--- src/rtl/keypad_scanner.sv ---
// keypad_scanner: row-scanning matrix keypad controller with frame-level debounce.
// Drives one row low at a time (two cycles per row), samples the columns on the
// second cycle of each row slot, reduces each frame to NONE / KEY(code) / MULTI and
// accepts a candidate once it has been stable for DEBOUNCE_FRAMES frames.
// Optional feature: define KEYPAD_AUTOREPEAT_EN to re-strobe keyPress while a
// single key stays held (first after REPEAT_DELAY frames, then every REPEAT_PERIOD).
module keypad_scanner #(
   parameter int unsigned ROWS            = 4,
   parameter int unsigned COLS            = 4,
   parameter int unsigned DEBOUNCE_FRAMES = 3,
   parameter int unsigned REPEAT_DELAY    = 50,
   parameter int unsigned REPEAT_PERIOD   = 10
) (
   input  logic                          clk_100Hz,
   input  logic                          reset,
   input  logic [COLS-1:0]               keypadCol,
   output logic [ROWS-1:0]               keypadRow,
   output logic [$clog2(ROWS*COLS)-1:0]  keyCode,
   output logic                          keyValid,
   output logic                          keyPress,
   output logic                          keyRelease,
   output logic                          multiKey
);

   localparam int unsigned CODE_W  = $clog2(ROWS * COLS);
   localparam int unsigned ROW_W   = $clog2(ROWS);
   localparam int unsigned COL_W   = $clog2(COLS);
   localparam int unsigned MATCH_W = $clog2(DEBOUNCE_FRAMES + 1);

   localparam logic [ROW_W-1:0]   LAST_ROW = ROW_W'(ROWS - 1);
   localparam logic [MATCH_W-1:0] DEB_MAX  = MATCH_W'(DEBOUNCE_FRAMES);

   // Reject nonsensical configurations at elaboration time.
   if (ROWS < 2 || ROWS > 8 || COLS < 2 || COLS > 8 ||
       DEBOUNCE_FRAMES < 1 || DEBOUNCE_FRAMES > 15 ||
       REPEAT_DELAY < 1 || REPEAT_PERIOD < 1) begin : g_param_check
      $error("keypad_scanner: parameter out of range");
   end

   // Accepted / candidate keypad state.
   typedef enum logic [1:0] {
      StNone  = 2'd0,
      StKey   = 2'd1,
      StMulti = 2'd2
   } kstate_e;

   // Scan position.
   logic [ROW_W-1:0]   row_q;
   logic               phase_q;
   logic [ROW_W-1:0]   row_next;

   // Partial-frame accumulation: hits saturate at 2 (meaning "more than one").
   logic [1:0]         hits_q;
   logic [CODE_W-1:0]  low_q;

   // Debounce history.
   kstate_e            prev_kind_q;
   logic [CODE_W-1:0]  prev_code_q;
   logic [MATCH_W-1:0] match_q;
   kstate_e            acc_q;

   // Per-row decode of the column lines.
   logic [1:0]         row_hits;
   logic [COL_W-1:0]   row_low;
   logic [CODE_W-1:0]  row_code;

   // Frame reduction including the row being sampled this cycle.
   logic [1:0]         frame_hits;
   logic [CODE_W-1:0]  frame_low;
   kstate_e            cand_kind;
   logic [CODE_W-1:0]  cand_code;
   logic               cand_same;
   logic [MATCH_W-1:0] match_next;
   logic               frame_end;
   logic               accept;

`ifdef KEYPAD_AUTOREPEAT_EN
   localparam int unsigned REP_MAX = (REPEAT_DELAY > REPEAT_PERIOD) ? REPEAT_DELAY
                                                                     : REPEAT_PERIOD;
   localparam int unsigned REP_W   = $clog2(REP_MAX + 1);

   logic [REP_W-1:0] rep_q;
   logic             rep_first_q;
   logic [REP_W-1:0] rep_thr;
   logic             rep_fire;
`endif

   // Count pressed columns in the active row (saturating) and find the lowest one.
   always_comb begin
      row_hits = 2'd0;
      row_low  = '0;
      for (int c = int'(COLS) - 1; c >= 0; c--) begin
         if (!keypadCol[c]) begin
            row_low = COL_W'(c);
            if (row_hits != 2'd2) begin
               row_hits = row_hits + 2'd1;
            end
         end
      end
   end

   // Merge this row into the frame and form the candidate / debounce decision.
   always_comb begin
      row_code   = CODE_W'(int'(row_q) * int'(COLS) + int'(row_low));
      frame_hits = hits_q;
      frame_low  = low_q;
      if (row_hits != 2'd0) begin
         // Rows arrive in ascending order, so the first hit is the lowest code.
         if (hits_q == 2'd0) begin
            frame_low = row_code;
         end
         frame_hits = (hits_q == 2'd0 && row_hits == 2'd1) ? 2'd1 : 2'd2;
      end

      case (frame_hits)
         2'd0: begin
            cand_kind = StNone;
            cand_code = '0;
         end
         2'd1: begin
            cand_kind = StKey;
            cand_code = frame_low;
         end
         default: begin
            cand_kind = StMulti;
            cand_code = '0;
         end
      endcase

      cand_same  = (cand_kind == prev_kind_q) && (cand_code == prev_code_q);
      match_next = cand_same ? ((match_q == DEB_MAX) ? match_q : match_q + MATCH_W'(1))
                             : MATCH_W'(1);
      frame_end  = phase_q && (row_q == LAST_ROW);
      // A KEY candidate only differs from an accepted KEY if the code differs.
      accept     = (match_next >= DEB_MAX) &&
                   !((cand_kind == acc_q) && (cand_kind != StKey || cand_code == keyCode));
      row_next   = (row_q == LAST_ROW) ? '0 : row_q + ROW_W'(1);
   end

`ifdef KEYPAD_AUTOREPEAT_EN
   // Repeat threshold: long initial hold, then the shorter period.
   always_comb begin
      rep_thr  = rep_first_q ? REP_W'(REPEAT_DELAY) : REP_W'(REPEAT_PERIOD);
      rep_fire = (rep_q + REP_W'(1)) >= rep_thr;
   end
`endif

   // Scan sequencer, debounce state machine and registered outputs.
   always_ff @(posedge clk_100Hz) begin
      if (reset) begin
         row_q       <= '0;
         phase_q     <= 1'b0;
         keypadRow   <= ~ROWS'(1);
         hits_q      <= 2'd0;
         low_q       <= '0;
         prev_kind_q <= StNone;
         prev_code_q <= '0;
         match_q     <= '0;
         acc_q       <= StNone;
         keyCode     <= '0;
         keyValid    <= 1'b0;
         keyPress    <= 1'b0;
         keyRelease  <= 1'b0;
         multiKey    <= 1'b0;
`ifdef KEYPAD_AUTOREPEAT_EN
         rep_q       <= '0;
         rep_first_q <= 1'b1;
`endif
      end else begin
         keyPress   <= 1'b0;
         keyRelease <= 1'b0;
         phase_q    <= ~phase_q;

         if (phase_q) begin
            row_q     <= row_next;
            keypadRow <= ~(ROWS'(1) << row_next);

            if (frame_end) begin
               hits_q      <= 2'd0;
               low_q       <= '0;
               prev_kind_q <= cand_kind;
               prev_code_q <= cand_code;
               match_q     <= match_next;

               if (accept) begin
                  acc_q <= cand_kind;
`ifdef KEYPAD_AUTOREPEAT_EN
                  rep_q       <= '0;
                  rep_first_q <= 1'b1;
`endif
                  case (cand_kind)
                     StNone: begin
                        keyRelease <= keyValid;
                        keyValid   <= 1'b0;
                        multiKey   <= 1'b0;
                     end
                     StKey: begin
                        keyPress   <= 1'b1;
                        keyRelease <= keyValid;
                        keyCode    <= cand_code;
                        keyValid   <= 1'b1;
                        multiKey   <= 1'b0;
                     end
                     default: begin
                        keyRelease <= keyValid;
                        keyValid   <= 1'b0;
                        multiKey   <= 1'b1;
                     end
                  endcase
               end
`ifdef KEYPAD_AUTOREPEAT_EN
               else if (acc_q == StKey) begin
                  if (rep_fire) begin
                     keyPress    <= 1'b1;
                     rep_q       <= '0;
                     rep_first_q <= 1'b0;
                  end else begin
                     rep_q <= rep_q + REP_W'(1);
                  end
               end
`endif
            end else begin
               hits_q <= frame_hits;
               low_q  <= frame_low;
            end
         end
      end
   end

endmodule

--- config.mk ---
export PLATFORM = sky130hd
export DESIGN_NAME = keypad_scanner
export DESIGN_NICKNAME = d
export VERILOG_FILES = /design/src/rtl/keypad_scanner.sv
export SDC_FILE = /design/constraint.sdc
export NUM_CORES = 1
export LEC_CHECK = 0
export CAP_MARGIN = 20
export CORE_MARGIN = 2
export CORE_UTILIZATION = 50
export DETAILED_ROUTE_END_ITERATION = 7
export PLACE_DENSITY = 0.75
export SYNTH_ARGS = -nofsm -noshare
export SYNTH_HDL_FRONTEND = slang
export SYNTH_SLANG_ARGS = --single-unit
--- constraint.sdc ---
create_clock -name clk_100Hz -period 3.1 [get_ports clk_100Hz]
set_input_delay 0.31 -clock clk_100Hz [delete_from_list [all_inputs] [get_ports clk_100Hz]]
set_output_delay 0.31 -clock clk_100Hz [all_outputs]
set_load 0.02 [all_outputs]
After elaboration in Yosys (flattened, before gate mapping)
Index checks and enable logic that the tools add are counted.

cells by class
  bitwise logic cells = 4
  reductions and logical operators = 16
  muxes and demuxes = 24
  eq/ne operators = 13
  add/sub/neg operators = 6
  magnitude comparators = 1
  shift operators = 1

operators by type and width
  operator                                               number
  2-to-1 mux 2 bit                                       16
  2-to-1 mux 4 bit                                       4
  adder 2 x 1 -> 2 bit, second input constant            5
  == test 4 bit                                          2
  == test 2 x 1 -> 1 bit, second input constant          3
  logical NOT 2 bit                                      3
  inequality test 2 bit, second input constant           3
  logical AND 1 bit                                      5
  adder 4 x 2 -> 4 bit                                   1
  == test 2 bit                                          2
  == test 2 bit, second input constant                   2
  inverter 4 bit                                         1
  one-hot mux 2 bit (2 select lines)                     1
  AND reduction 4 bit                                    1
  OR reduction 4 bit                                     1
  << shifter 1 x 2 -> 4 bit, first input constant        1
  2-to-1 mux 1 bit                                       3
  inverter 1 bit                                         3
  AND reduction 3 bit                                    1
  >= comparator 2 bit, second input constant             1
  inequality test 2 x 1 -> 1 bit, second input constant  1
  AND reduction 2 bit                                    1
  nonzero test 2 bit                                     1
  OR reduction 2 bit                                     1
  other kinds (2)                                        2

storage, ports and cells
  bits of input ports = 6
  register bits = 31
  output and inout port bits = 12

Longest topological paths before layout
Gate-level depths: netlist of the first run.

  word-level depth = 23
  gate-level depth with buffers = 12

Worst setup path before layout of the first run
Ideal clock, no wire load.

  path type = input to register
  start = in keypadCol[2]
  end = reg keyCode[2]
  path buffers = 0
  slack = -0.179 ns
  cell stages on the path = 12
  library setup time = 0.144 ns
  arrival = 3.135 ns
  path through = inv_1 > ha_1 > mux2i_1 > ha_1 > nor3_1 > nor3_1 > mux2i_1 > nor3_1 > nor4_1 > o221ai_2 > nor3_2 > a211oi_1

on the way
  cells in the longest elaborated chain, start to end = 19
  elaborated cells between the ends (all ways) = 38
  those cells by class = add/sub: 3; order compare: 1; eq/ne: 10; mux: 15; reduce/logical: 9

RTL lines
  item                                                                    line      RTL
  start, declared                                                         16        input logic [COLS-1:0] keypadCol,
  2-to-1 mux 2 bit                                                        93        if (!keypadCol[c]) begin
  adder 2 x 1 -> 2 bit or inequality test 2 bit (tied branches)           96, 95
  2-to-1 mux 2 bit                                                        95        if (row_hits != 2'd2) begin
  2-to-1 mux 2 bit                                                        93
  adder 2 x 1 -> 2 bit or inequality test 2 bit (tied branches)           96, 95
  2-to-1 mux 2 bit                                                        95
  2-to-1 mux 2 bit                                                        93
  == test 2 x 1 -> 1 bit                                                  112       frame_hits = (hits_q == 2'd0 && row_hits == 2'd1) ? 2'd1 : 2'd2;
  [3 not listed]                                                          -
  == test 2 x 1 -> 1 bit or logical NOT 2 bit (tied branches)             115       case (frame_hits)
  one-hot mux 2 bit (2 select lines) or 2-to-1 mux 4 bit (tied branches)  115
  == test 2 bit (tied with other cells)                                   130       cand_same = (cand_kind == prev_kind_q) && (cand_code == prev_code_q);
  logical AND 1 bit or logical OR 1 bit (tied branches)                   130, 136
  2-to-1 mux 2 bit or logical AND 1 bit (tied branches)                   131, 136
  >= comparator 2 bit or logical NOT 1 bit (tied branches)                135, 136
  logical AND 1 bit                                                       135       accept = (match_next >= DEB_MAX) &&
  AND reduction 4 bit (no source line)                                    -
  end signal, assigned                                                    200       keyCode <= cand_code;
  end, declared                                                           18        output logic [$clog2(ROWS*COLS)-1:0] keyCode,

Parallel ways exist; a longest one is shown, timed or not.
A chain may end at the register's enable or synchronous reset.

Final worst setup path of the first run
  start = in keypadCol[3]
  end = reg keyCode[2]

on the way
  cells in the longest elaborated chain, start to end = 22
  elaborated cells between the ends (all ways) = 43
  those cells by class = add/sub: 4; order compare: 1; eq/ne: 11; mux: 18; reduce/logical: 9

RTL lines
  item                                                                    line
  2-to-1 mux 1 bit                                                        93
  adder 2 x 1 -> 2 bit or inequality test 2 bit (tied branches)           96, 95
  2-to-1 mux 2 bit                                                        95
  2-to-1 mux 2 bit                                                        93
  adder 2 x 1 -> 2 bit or inequality test 2 bit (tied branches)           96, 95
  2-to-1 mux 2 bit                                                        95
  2-to-1 mux 2 bit                                                        93
  adder 2 x 1 -> 2 bit or inequality test 2 bit (tied branches)           96, 95
  [6 not listed]                                                          -
  == test 2 x 1 -> 1 bit or logical NOT 2 bit (tied branches)             115
  one-hot mux 2 bit (2 select lines) or 2-to-1 mux 4 bit (tied branches)  115
  == test 2 bit (tied with other cells)                                   130
  logical AND 1 bit or logical OR 1 bit (tied branches)                   130, 136
  2-to-1 mux 2 bit or logical AND 1 bit (tied branches)                   131, 136
  >= comparator 2 bit or logical NOT 1 bit (tied branches)                135, 136
  logical AND 1 bit                                                       135
  AND reduction 4 bit (no source line)                                    -

Parallel ways exist; a longest one is shown, timed or not.

==> impl_metrics.env, run 1 <==
export IMPL_syn_instance_count=199
export IMPL_final_cell_mix="buf_4 (33), dfxtp_1 (29), nor2_1 (26)"
export IMPL_period_needed_ps=3001
export IMPL_viasPerCell=5.637
export IMPL_worstSetupPathType="input pin to register"
export IMPL_io_buffers=17
export IMPL_syn_avg_cell_area_um2=8.356
export IMPL_place_area_um2=2102
export IMPL_synth_edf_count=0
export IMPL_cts_root_buf="clkbuf_4"
export IMPL_whs_path_depth=1
export IMPL_fin_skew_ps=10.54
export IMPL_p_seq_share_pct=45.9
export IMPL_routed_wl_met3_um=195
export IMPL_wl_per_cell_um=14.31
export IMPL_fin_tns_setup_ps=0
export IMPL_hpwlAfterDp_mm=2.842
export IMPL_synth_cell_types=44
export IMPL_finalSetupViolCount=0
export IMPL_dieArea_um2=3803
export IMPL_drv_slew=0
export IMPL_drc=0
export IMPL_syn_area_um2=1663
export IMPL_synth_seq_cells=29
export IMPL_syn_nets=216
export IMPL_grtUsageTotal_pct=23.90
export IMPL_ys_warn_count=0
export IMPL_critPathCaptureType="register"
export IMPL_reg2regPathDepth=9
export IMPL_crit_chain="clkdlybuf4s15_1, buf_4, ha_1, inv_1, mux2i_2, ha_4, nor3_4, or4_4, and2_4, or4_4, a21oi_4, buf_6, o221a_4, a21oi_1, a211oi_1"
export IMPL_first_pass_iters=4
export IMPL_gp_congestion=0.8681
export IMPL_cts_buffers=5
export IMPL_ir_drop_v=0.0003240
export IMPL_start_util_pct=53.59
export IMPL_syn_to_final_growth_pct=37.55
export IMPL_die_w_um=61.67
export IMPL_overflow=0
export IMPL_rows=20
export IMPL_finish_instance_area_um2=2287
export IMPL_seq_area_frac_synth_pct=34.91
export IMPL_coreArea_um2=3103
export IMPL_top_layer="met4"
export IMPL_final_nets=265
export IMPL_hp_class="register to register"
export IMPL_io_pins=18
export IMPL_final_common_cell="buf_4"
export IMPL_worstPathMaxFanout=7
export IMPL_grt_start_max_net_pins=31
export IMPL_comb_power_share_pct=27.2
export IMPL_leakage_nw=0.8828
export IMPL_cp_common_cell="or4_4"
export IMPL_path_clk_slew_ps=90
export IMPL_worst_pin_slew_ps=1041
export IMPL_slew_headroom_pct=30.36
export IMPL_vias=1646
export IMPL_power_frac_clock_pct=26.8
export IMPL_critPathMaxStageDelay_ps=520
export IMPL_status="completed"
export IMPL_diodes=0
export IMPL_ys_flop_type="dfxtp_1"
export IMPL_power_switching_w=0.0002526
export IMPL_clk_latency_ps=330
export IMPL_timing_final_crit_share_pct=96.81
export IMPL_cp_startpoint="keypadCol[3]"
export IMPL_worstPathArrival_ps=3240
export IMPL_cts_buffer_depth=2
export IMPL_power_total_w=0.0008526
export IMPL_powerDensity_nw_per_um2=372.8
export IMPL_drive_gt1_share_pct=28.63
export IMPL_m1WireLength_mm=1.812
export IMPL_cap_violations=0
export IMPL_ant_nets=0
export IMPL_switching_share_pct=29.62
export IMPL_required_ps=3340
export IMPL_grt_pass1_vias=1486
export IMPL_grt_pass1_wl_mm=6.527
export IMPL_intPower_w=0.0006000
export IMPL_hp_start="match_q[0]$_SDFFE_PP0P_"
export IMPL_cts_max_level=2
export IMPL_slowest_stage="or4_4"
export IMPL_clock_fmax_mhz=333.2
export IMPL_finalHoldViolCount=0
export IMPL_r2r_start="hits_q[0]$_SDFFE_PP0P_"
export IMPL_die_h_um=61.67
export IMPL_clock_sinks=29
export IMPL_antenna_found_initial=0
export IMPL_start_kind="input pin"
export IMPL_drt_iter0_markers=85
export IMPL_wl_met2_mm=2.114
export IMPL_postRouteWirelength_mm=4.178
export IMPL_cts_tree="built"
export IMPL_synth_async_reset_ratio_pct=0
-- synthesized netlist by cell type, types with 2 or more instances --
cell type	instances	area [µm²]
xnor2_1	5	43.79
o31ai_1	2	15.01
dfxtp_1	29	580.6
nor2b_1	2	12.51
a211oi_1	7	52.55
buf_2	3	15.01
clkbuf_1	6	22.52
nand2b_1	6	37.54
inv_1	8	30.03
ha_1	11	137.6
or4_4	2	22.52
nor2_1	26	97.59
a22oi_1	3	22.52
a21oi_1	23	115.1
o21ai_0	6	30.03
mux2i_1	5	50.05
nor4_1	2	12.51
nand2_1	12	45.04
nor3_1	15	75.07
o211ai_1	2	15.01
-- sequential cells by signal, indices dropped and copies added, names as in the netlist, 2 cells and up --
register     cells
match_q          2
low_q            4
hits_q           2
prev_code_q      4
keyCode          4
prev_kind_q      2
keypadRow        4
row_q            2
-- critical path, delay by kind of cell --
family	cells	cell delay [ps]
mux	1	80
compound gates	4	700
simple gates	4	1160
buf+inv	4	520
fa+ha+maj	2	470
-- timing repair --
action / CTS / global route
endpoints found under the setup margin: 10 / 10
cloned: 0 / 0
pin swaps: 8 / 9
hold buffers: 0 / 0
setup buffers: 3 / 0
gates resized for setup: 16 / 10
-- per-layer routing --
layer | track usage [%] | up-vias
li1 | - | 814
met1 | 29.67 | 787
met2 | 39.40 | 38
met3 | 5.672 | 7
met4 | 10.33 | 0
met5 | 0 | -
-- final cells by class --
| type | instances | area (µm²) |
|---|---|---|
| multi-input cells | 153 | 1144 |
| fillers | 238 | 815.8 |
| flip-flops and latches | 29 | 580.6 |
| repair buffers | 51 | 422.9 |
| clock buffers | 7 | 55.05 |
| well taps | 44 | 55.05 |
| inverters | 8 | 30.03 |
-- final timing paths --
kind                            slack [ps]                       to
worst max register to register         370  keyCode[2]$_SDFFE_PP0P_
worst min-delay path                   480  match_q[0]$_SDFFE_PP0P_
worst min register to register         480  match_q[0]$_SDFFE_PP0P_
worst max-delay path                   100  keyCode[2]$_SDFFE_PP0P_
-- power by group through the flow --
stage	sequential (W)	combinational, W	clock [W]
final	0.000392	0.000232	0.000229
after global routing	0.000393	0.000251	0.000245
after CTS	0.000391	0.000216	0.000231
after detailed placement	0.000400	0.000198	0
after global placement	0.000399	0.000192	0
after floorplan	0.000401	0.000115	0
-- kinds of logic (layout without fill, tap and decap cells) --
group                      Yosys count  in the layout  synth area share [%]
and+or+nand+nor                     74             74                 22.80
AOI/OAI and AO/OA                   57             57                 23.78
DFF                                 29             29                 34.91
buffers and inverters               17             66                 4.063
adders and majority gates           11             11                 8.277
xor gates and xnor gates             6              6                 3.160
muxes                                5              5                 3.010
-- stage by stage --
stage | std cells | setup slack (ps) | hold WS (ps) | utilization, %
3_3_place_gp | 282 | -569.9 | 451.3 | 67.74
3_5_place_dp | 282 | -711.4 | 457.2 | 67.74
4_1_cts | 292 | 6.056 | 471.2 | 72.38
2_1_floorplan | 199 | 18.73 | 437.8 | -
5_1_grt | 292 | -4.748 | 485.2 | 73.71
6_report | 292 | 98.82 | 475.7 | 73.71
(Power assumes the default switching activity.)
==> run 2: changes to the inputs <==
CORE_MARGIN = 1   (was 2)
==> run 2 against run 1 <==
Die area decreased by 6.4%; clock power increased by 41%; first-iteration DRC count increased by 2.4%; utilization increased by 2.6 points; maximum frequency about the same; critical endpoint is now keyCode[0]$_SDFFE_PP0P_.
==> impl_metrics.env, run 2 (synthesized netlist as in run 1, its figures left out) <==
export IMPL_status="completed"
export IMPL_diodes=0
export IMPL_critPathCaptureType="register"
export IMPL_leakage_nw=0.9097
export IMPL_dp_slack_ps=-694.3
export IMPL_drc=0
export IMPL_fin_skew_ps=16.58
export IMPL_viasPerCell=5.535
export IMPL_coreArea_um2=3103
export IMPL_cts_buffers=5
export IMPL_start_util_pct=53.59
export IMPL_path_clk_slew_ps=90
export IMPL_io_buffers=17
export IMPL_first_pass_iters=4
export IMPL_final_cell_mix="buf_4 (36), dfxtp_1 (29), nor2_1 (26)"
export IMPL_hp_class="register to register"
export IMPL_slew_headroom_pct=26.89
export IMPL_worstSetupPathType="input pin to register"
export IMPL_finish_instance_area_um2=2369
export IMPL_io_pins=18
export IMPL_die_w_um=59.67
export IMPL_utilization_pct=76.33
export IMPL_worstPathMaxFanout=7
export IMPL_regArea_um2=580.6
export IMPL_wl_per_cell_um=14.80
export IMPL_final_common_cell="buf_4"
export IMPL_drv_slew=0
export IMPL_whs_path_depth=1
export IMPL_ant_nets=0
export IMPL_rows=20
export IMPL_fillerInstances=220
export IMPL_vias=1644
export IMPL_cp_common_cell="or4_4"
export IMPL_post_place_cells=284
export IMPL_ir_drop_v=0.0003693
export IMPL_grtUsageMet1_pct=32.66
export IMPL_grt_pass1_wl_mm=6.969
export IMPL_required_ps=3330
export IMPL_worst_pin_slew_ps=1093
export IMPL_crit_chain="buf_2, buf_6, ha_1, inv_1, mux2i_1, ha_2, nor3_4, or4_4, and2_4, or4_4, a21oi_4, buf_4, o221a_4, a21oi_2, a211oi_2"
export IMPL_cp_top_family="simple AND/OR/NAND/NOR gates"
export IMPL_overflow=0
export IMPL_reg2regPathDepth=9
export IMPL_grt_pass1_vias=1524
export IMPL_syn_to_final_growth_pct=42.44
export IMPL_worst_path_stages=15
export IMPL_die_h_um=59.67
export IMPL_place_area_um2=2117
export IMPL_slowest_stage="or4_4"
export IMPL_cts_tree="built"
export IMPL_cts_max_level=2
export IMPL_use_met2_pct=45.40
export IMPL_hpwlAfterDp_mm=2.913
export IMPL_period_needed_ps=3002
export IMPL_busiest_layer="met2"
export IMPL_postCtsHoldBufs=0
export IMPL_fin_cells=297
export IMPL_start_kind="input pin"
export IMPL_grt_start_max_net_pins=31
export IMPL_postRouteWirelength_mm=4.396
export IMPL_finalWorstSetupSlack_ps=97.90
export IMPL_clock_sinks=29
export IMPL_critPathMaxStageDelay_ps=500
export IMPL_cap_violations=0
export IMPL_cts_root_buf="clkbuf_4"
export IMPL_cts_buffer_depth=2
export IMPL_finalSetupViolCount=0
export IMPL_gp_congestion=0.9579
export IMPL_worst_path_buf_inv=4
export IMPL_multiInputGateArea_um2=1166
export IMPL_dieArea_um2=3561
export IMPL_power_total_w=0.0009436
export IMPL_timing_final_crit_share_pct=96.84
export IMPL_finalHoldViolCount=0
export IMPL_grt_use_met3_pct=5.195
export IMPL_drt_iter0_markers=87
export IMPL_final_nets=269
export IMPL_worstPathArrival_ps=3240
export IMPL_clock_fmax_mhz=333.1
export IMPL_clk_latency_ps=330
export IMPL_drive_gt1_share_pct=33.60
export IMPL_antenna_found_initial=0
export IMPL_powerDensity_nw_per_um2=398.4
export IMPL_grtUsageTotal_pct=25.86
==> run 2: layer usage <==
layer,wire length (µm),up-vias
met4,40,0
met3,156,7
li1,-,825
met5,0,-
met1,1975,779
met2,2224,33
==> run 2: area by class of cell <==
type | count | share of cell area (%)
multi-input combinational | 153 | 49.23
sequential | 29 | 24.51
inverter | 8 | 1.268
timing repair buffer | 55 | 19.07
tap | 44 | 2.324
clock inverter | 1 | 1.268
clock buffer | 7 | 2.324
==> run 2: report_power, final <==
part / total (W) / switching, W / internal, W / leakage (nW)
clock: 0.000323 / 0.000131 / 0.000193 / 0.0455
combinational: 0.000229 / 0.000121 / 0.000108 / 0.629
sequential: 0.000391 / 0.00000918 / 0.000382 / 0.235
==> run 2: path summary, 6_finish.rpt <==
path                           startpoint  slack [ps]                 endpoint
hold reg to reg   match_q[0]$_SDFFE_PP0P_         490  match_q[0]$_SDFFE_PP0P_
hold / removal    match_q[0]$_SDFFE_PP0P_         490  match_q[0]$_SDFFE_PP0P_
setup reg to reg   hits_q[0]$_SDFFE_PP0P_         350  keyCode[0]$_SDFFE_PP0P_
setup / recovery             keypadCol[2]         100  keyCode[0]$_SDFFE_PP0P_
==> run 2: metrics by stage <==
| step | TNS (ps) | hold slack, ps |
|---|---|---|
| final | 0 | 486.2 |
| after global placement | -4887 | 451.6 |
| after CTS | 0 | 487.0 |
| after global routing | -58.89 | 505.7 |
| after floorplan | 0 | 437.8 |
| after detailed placement | -5882 | 470.1 |
==> run 2: timing repair <==
item                       4_1_cts  5_1_grt
setup buffers                    4        1
pin swaps                        9       12
gates resized for setup         20       17
setup endpoints to repair       10        9
==> run 3: changes to the inputs <==
CORE_MARGIN = 2   (was 1)
==> results of run 3 <==
The final DEF is identical to that of run 1; final timing and power are the same.
